`src/rtl/slc3_pkg.sv`:
```
// Shared types for the SLC-3 datapath blocks: ALU op encodings, the
// multiply sequencer state set and the machine word width.
// Pure declarations; no logic, no latency, no flow control.
package slc3_pkg;

    localparam int WORD_W = 16;

    // Op-select encoding understood by the datapath ALU.
    typedef enum logic [1:0] {
        ALU_ADD   = 2'b00,
        ALU_AND   = 2'b01,
        ALU_NOT   = 2'b10,
        ALU_PASSA = 2'b11
    } alu_op_t;

    // Multiply sequencer states.
    typedef enum logic [1:0] {
        IDLE = 2'b00,
        DBL  = 2'b01,
        ADD  = 2'b10,
        DONE = 2'b11
    } mul_state_t;

endpackage

```
`src/rtl/alu_mul_seq.sv`:
```
// Sequential 16x16->16 multiplier that borrows the datapath ALU (ADD only), MSB-first shift-and-add.
// Latency: done in cycle 33 after the accepting edge; with MUL_SKIP_ZERO_EN, cycle 17+popcount(multiplier).
// Backpressure: start is taken only while ready=1; starts during busy or DONE are dropped.
//
// Build option: define MUL_SKIP_ZERO_EN to skip the accumulate step for zero multiplier bits.
//
// Ports:
//   Clk, Reset          clock, synchronous active-high reset
//   start               operation request, honoured only when ready=1
//   mcand_in, mplier_in multiplicand / multiplier, captured on an accepted start
//   ready               high in IDLE
//   busy                high in DBL/ADD; datapath routes alu_a/alu_b/alu_k into the ALU
//   alu_a, alu_b, alu_k ALU operands and op select (always ADD)
//   alu_out             combinational ALU result for the current alu_a/alu_b/alu_k
//   done                one-cycle pulse, product valid
//   product             result register, held until the next accepted start completes
module alu_mul_seq
    import slc3_pkg::*;
(
    input  logic              Clk,
    input  logic              Reset,
    input  logic              start,
    input  logic [WORD_W-1:0] mcand_in,
    input  logic [WORD_W-1:0] mplier_in,
    output logic              ready,
    output logic              busy,
    output logic [WORD_W-1:0] alu_a,
    output logic [WORD_W-1:0] alu_b,
    output logic [1:0]        alu_k,
    input  logic [WORD_W-1:0] alu_out,
    output logic              done,
    output logic [WORD_W-1:0] product
);

    mul_state_t        state_q, state_d;
    logic [WORD_W-1:0] m_q, m_d;        // multiplicand
    logic [WORD_W-1:0] q_q, q_d;        // multiplier
    logic [WORD_W-1:0] p_q, p_d;        // running partial product
    logic [3:0]        cnt_q, cnt_d;    // multiplier bit being scanned, 15 down to 0
    logic [WORD_W-1:0] prod_q, prod_d;  // published result

    always_comb begin
        state_d = state_q;
        m_d     = m_q;
        q_d     = q_q;
        p_d     = p_q;
        cnt_d   = cnt_q;
        prod_d  = prod_q;
        alu_a   = '0;
        alu_b   = '0;

        unique case (state_q)
            IDLE: begin
                if (start) begin
                    m_d     = mcand_in;
                    q_d     = mplier_in;
                    p_d     = '0;
                    cnt_d   = 4'd15;
                    state_d = DBL;
                end
            end

            DBL: begin
                // P+P is a left shift by one; the ALU drops the carry out of bit 15.
                alu_a = p_q;
                alu_b = p_q;
                p_d   = alu_out;
`ifdef MUL_SKIP_ZERO_EN
                if (q_q[cnt_q]) begin
                    state_d = ADD;
                end else if (cnt_q == 4'd0) begin
                    // Last bit was zero: the doubled value is already the result.
                    prod_d  = alu_out;
                    state_d = DONE;
                end else begin
                    cnt_d   = cnt_q - 4'd1;
                    state_d = DBL;
                end
`else
                state_d = ADD;
`endif
            end

            ADD: begin
                alu_a = p_q;
                alu_b = q_q[cnt_q] ? m_q : '0;
                p_d   = alu_out;
                if (cnt_q == 4'd0) begin
                    prod_d  = alu_out;
                    state_d = DONE;
                end else begin
                    cnt_d   = cnt_q - 4'd1;
                    state_d = DBL;
                end
            end

            DONE: begin
                state_d = IDLE;
            end

            default: begin
                state_d = IDLE;
            end
        endcase
    end

    always_ff @(posedge Clk) begin
        if (Reset) begin
            state_q <= IDLE;
            m_q     <= '0;
            q_q     <= '0;
            p_q     <= '0;
            cnt_q   <= 4'd15;
            prod_q  <= '0;
        end else begin
            state_q <= state_d;
            m_q     <= m_d;
            q_q     <= q_d;
            p_q     <= p_d;
            cnt_q   <= cnt_d;
            prod_q  <= prod_d;
        end
    end

    assign ready   = (state_q == IDLE);
    assign busy    = (state_q == DBL) || (state_q == ADD);
    assign done    = (state_q == DONE);
    assign alu_k   = ALU_ADD;
    assign product = prod_q;

endmodule

```
`config.mk`:
```
export PLATFORM = sky130hd
export DESIGN_NAME = alu_mul_seq
export DESIGN_NICKNAME = d
export VERILOG_FILES = /design/src/rtl/slc3_pkg.sv /design/src/rtl/alu_mul_seq.sv
export SDC_FILE = /design/constraint.sdc
export NUM_CORES = 1
export LEC_CHECK = 0
export ABC_AREA = 1
export BUFFER_PORTS_ARGS = -buffer_cell sky130_fd_sc_hd__buf_2
export CORE_MARGIN = 5
export CORE_UTILIZATION = 29
export DETAILED_ROUTE_END_ITERATION = 8
export GPL_TIMING_DRIVEN = 1
export PLACE_DENSITY_LB_ADDON = 0.2
export SYNTH_ARGS = -nofsm -noshare
export SYNTH_HDL_FRONTEND = slang
export SYNTH_SLANG_ARGS = --single-unit
export TNS_END_PERCENT = 5
```
`constraint.sdc`:
```
create_clock -name Clk -period 4.4 [get_ports Clk]
set_clock_uncertainty 0.15 [all_clocks]
set_input_delay 1.32 -clock Clk [delete_from_list [all_inputs] [get_ports Clk]]
set_output_delay 1.32 -clock Clk [all_outputs]
set_load 0.01 [all_outputs]
```
======== Word-level counts from Yosys, hierarchy flattened ========
Index checks and enable logic that the tools add are counted.
cells by class
  $add $sub $neg .......................... 1
  magnitude comparators ................... 1
  equality and inequality tests ........... 5
  mux-type cells .......................... 13
  reductions and logical operators ........ 10
operator list
  kind                 number
  $pmux 16 s2          2
  $mux 16              3
  $mux 4               2
  $pmux 2 s4           1
  $pmux 4 s2           1
  $reduce_and 2->1     3
  $lt 4x5->1 const B   1
  $bmux 1 s4           1
  $eq 2x2->1 const B   2
  $logic_not 4->1      1
  $mux 2               2
  $ne 2x2->1 const B   2
  $reduce_bool 2->1    2
  $sub 4x1->4 const B  1
  $reduce_and 3->1     1
  $eq 2x1->1 const B   1
  $logic_not 2->1      1
  $reduce_or 2->1      1
  $logic_or 1x1->1     1
  $mux 1               1
storage, ports and cells
  flip-flop bits (word level) ............. 70
  bits of input ports ..................... 51
  output and inout bits ................... 53
  word-level logic and storage cells ...... 36

======== Longest topological paths before layout ========
  word-level depth ........................ 4
  depth in mapped cells ................... 10
  gate-level depth less buffers ........... 10

======== Least setup slack after synthesis ========
No wires, ideal clock.
  path kind ............................... flip-flop to output port
  start ................................... register state_q[0]
  end ..................................... output port alu_b[10]
  data arrival time ....................... 1580 ps
  data required time ...................... 2930 ps
  setup slack ............................. 1350 ps
  stages on the path, launching flop included .. 9
  path buffers ............................ 2
  path through ............................ dfxtp_1 inv_1 ha_1 buf_2 nand2_1 clkbuf_1 nor2_1 nand2_1 nand2_1
between the ends
  word-level cells in the longest chain between the ends .. 2
  elaborated cells on any way between the ends .. 3
  classes of those cells .................. eq/ne: 2; mux: 1
RTL lines
  item                                      RTL line            text
  start, declared                           alu_mul_seq.sv:35   mul_state_t state_q, state_d;
  start signal, assigned                    alu_mul_seq.sv:116  state_q <= state_d;
  $eq 2x2->1 or $eq 2x1->1 (tied branches)  alu_mul_seq.sv:52   unique case (state_q)
  $pmux 16 s2 *                             alu_mul_seq.sv:52
  end, declared                             alu_mul_seq.sv:28   output logic [WORD_W-1:0] alu_b,
Mark *: on every way between the ends. The rest lies on a longest branch, timed or not.

======== Worst setup path in the final report ========
  start ................................... register state_q[1]
  end ..................................... output port alu_b[2]
The elaborated chain is that of the path after synthesis.

==> qor.csv <==
metric,value,unit
Die Y,115,um
post-synthesis simple-gate area fraction,25.9,%
CTS sink count,70,
hold path depth,2,
root buffer cell,clkbuf_8,
Yosys cell types,26,
Critical Path Fanout Max,34,
Die X,115,um
Final HPWL DP,7100,um
synth cell count leaders,"nand2_1, dfxtp_1, nor2_1",
leakage dissipation,0.00199,uW
area occupied by multi-input gates,0.00143,mm^2
Syn Area/Cell,6.87,um^2
setup_tns,0,ns
Seq cells post-synth,70,
DIE AREA,0.0132,mm^2
CP required,2.93,ns
post-synth top area cell,dfxtp_1,
flop2flop setup slack,1.95,ns
setup bufs post-CTS,0,
Setup Crit Path Kind,reg2out,
Max rail drop VDD,0.000172,V
Post-synth top flop,dfxtp_1,
I/O Buffers,101,
area share of fa/ha/maj cells after synthesis,2.35,%
Hold Path Class,reg2reg,
fin crit share,78.6,%
WHS Endpoint,m_q[14],
largest net degree at the start of global routing,35,
Critical Path End Type,primary output,
placed instance count,680,
Ports,104,
initial antenna violation count,1,
# rows,38,
layout cells sized above 1,23.2,%
Seq pwr share,41.4,%
final hold violation count,0,
Mapped Cells,465,
sequential-to-total area share from yosys stat,43.9,%
WP data arrival,1.99,ns
worst r2r path cells,8,
WL final,9450,um
max-slew violations,0,
Area growth syn-to-layout,24.7,%
startpoint types,flip-flop,
DRT Pass-1 Iters,5,
RePlAce Congestion,0.808,
Compound-Gate Fraction of Synth Area,16.3,%
RSZ-0062 raised after global routing,false,
TritonCTS buffer count,9,
Critical R2R Capture,cnt_q[3],
GR Overflow Total,0,
final net count,608,
Clock Path Buffers,2,
sequential cell area,0.00140,mm^2
min Tclk post-route,3.46,ns
top post-synthesis cells by area,"dfxtp_1, nand2_1, o21ai_0, a21oi_1, nand3_1",
power density over the cells,460,mW/mm^2
Worst Tran Pin Value,0.820,ns
Min-Delay Startpoint,m_q[14],
initial DRC count,153,
run status,"finished, final reports clean",
Psw,627,uW
# setup viols final,0,
final std cells w/o fill,696,
Max Clk Rate,0.289,GHz
core area,0.0108,mm^2
largest family of logic cells by synthesized area,simple AND/OR/NAND/NOR gates,
CTS tree,built,
Max Cap Viol,0,
ant diodes,0,
Clock Latency Late Sink,0.33,ns
Vias/cell,4.54,
Via Count,3158,
gr usage total,14.4,%
switching portion of total power,34.2,%
CTS Hold Bufs,0,
first-pass GRT wire length,15100,um
multiplexer area fraction after synthesis,0,%
logic gate share of total power,27.0,%
most frequent cell after synthesis,nand2_1,
Post-synth EDFFs,0,
worst r2r src,cnt_q[0],
routed wire length per instance,13.6,um
xor-xnor portion of the synthesized cell area,0,%
Slew HR,45.2,%
yosys warns,0,
"Gates resized, CTS repair",0,
fillers,1200,
vias in the first global route,3044,
post-synth top area share,43.9,%
H-tree levels,3,
clock slew at reported path FFs,0.07,ns
DRT antenna net count,0,
Synth async-reset ratio,0,%
Pint,1210,uW
starting density of the core,29.5,%
Clock power frac,31.6,%
Post-Syn Area,0.00319,mm^2
DRC Markers,0,
==> power by group through the flow <==
stage          Combinational, uW  Sequential [uW]  Clock, uW
6_report                     494              760        579
5_1_grt                      569              772        627
3_5_place_dp                 501              775          0
4_1_cts                      503              760        598
3_3_place_gp                 496              772          0
2_1_floorplan                379              760          0
==> logic make-up after synthesis <==
kind of cell | Yosys count
compound gates | 102
other cells | 1
fa+ha+maj | 6
simple gates | 198
buf+inv | 88
flops | 70
==> worst max path at each step <==
stage | start | to | slack (ns) | cells after the start
finish | state_q[1] | alu_b[2] | 0.94 | 8
detailed placement | state_q[1] | alu_b[2] | 1.25 | 8
global route | state_q[1] | alu_b[15] | 0.67 | 7
floorplan | state_q[0] | alu_b[10] | 1.35 | 8
global placement | state_q[1] | alu_b[2] | 1.31 | 8
CTS | state_q[1] | alu_b[2] | 0.87 | 8
==> routing by layer <==
layer	wire length, um	track usage (%)	vias up
met5	7	0	-
met4	170	3.99	2
met2	4240	23.0	93
li1	-	-	1646
met1	4270	18.1	1402
met3	751	5.79	15
==> worst max-delay path, cell delays in order (launching register included) <==
cell and delay, ns:
dfxtp_1 0.41, inv_1 0.10, ha_1 0.30, buf_4 0.31, nand2_1 0.10, inv_1 0.11
nand2_1 0.08, nand2_1 0.11, buf_2 0.13
==> registers in the layout, summed over array words and instances (netlist names) <==
register,flops
m_q,16
p_q,16
product,16
q_q,16
cnt_q,4
state_q,2
==> layout by cell type, fill, tap and decap left out <==
cell type   count
nand4_1         1
inv_2           4
o21ai_1         2
nand2_2         1
ha_1            6
nand2_4         1
a21boi_0        1
nor3_1          1
inv_1          53
a211oi_1        1
bufinv_16       2
nand3_1        45
a21oi_1        47
dfxtp_1        70
nand2_1        87
buf_2         101
o21ai_0        49
conb_1          2
nand3b_1        1
buf_4           4
clkinv_2        2
o211ai_1        1
nand3_2         2
clkbuf_8       10
nor2_1         59
clkinvlp_4      2
a311oi_1        1
==> area by class of cell <==
| class | instances | area share [%] |
|---|---|---|
| Multi-Input combinational cell | 308 | 36.0 |
| Tap cell | 140 | 4.40 |
| Clock inverter | 6 | 2.14 |
| Clock buffer | 10 | 3.46 |
| Inverter | 57 | 5.37 |
| Sequential cell | 70 | 35.2 |
| Timing Repair Buffer | 105 | 13.4 |
==> through the flow <==
step                util (%)  total power [uW]  setup WS, ns  instance area (um^2)  hold slack [ns]
finish                  36.7              1830         0.940                  3980            0.308
global placement        34.7              1270          1.31                  3760            0.290
CTS                     36.7              1860         0.875                  3980            0.312
floorplan                  -              1140          1.35                  3200            0.279
detailed placement      34.7              1280          1.25                  3760            0.300
global route            36.7              1970         0.675                  3980            0.329
(Power assumes the default switching activity.)
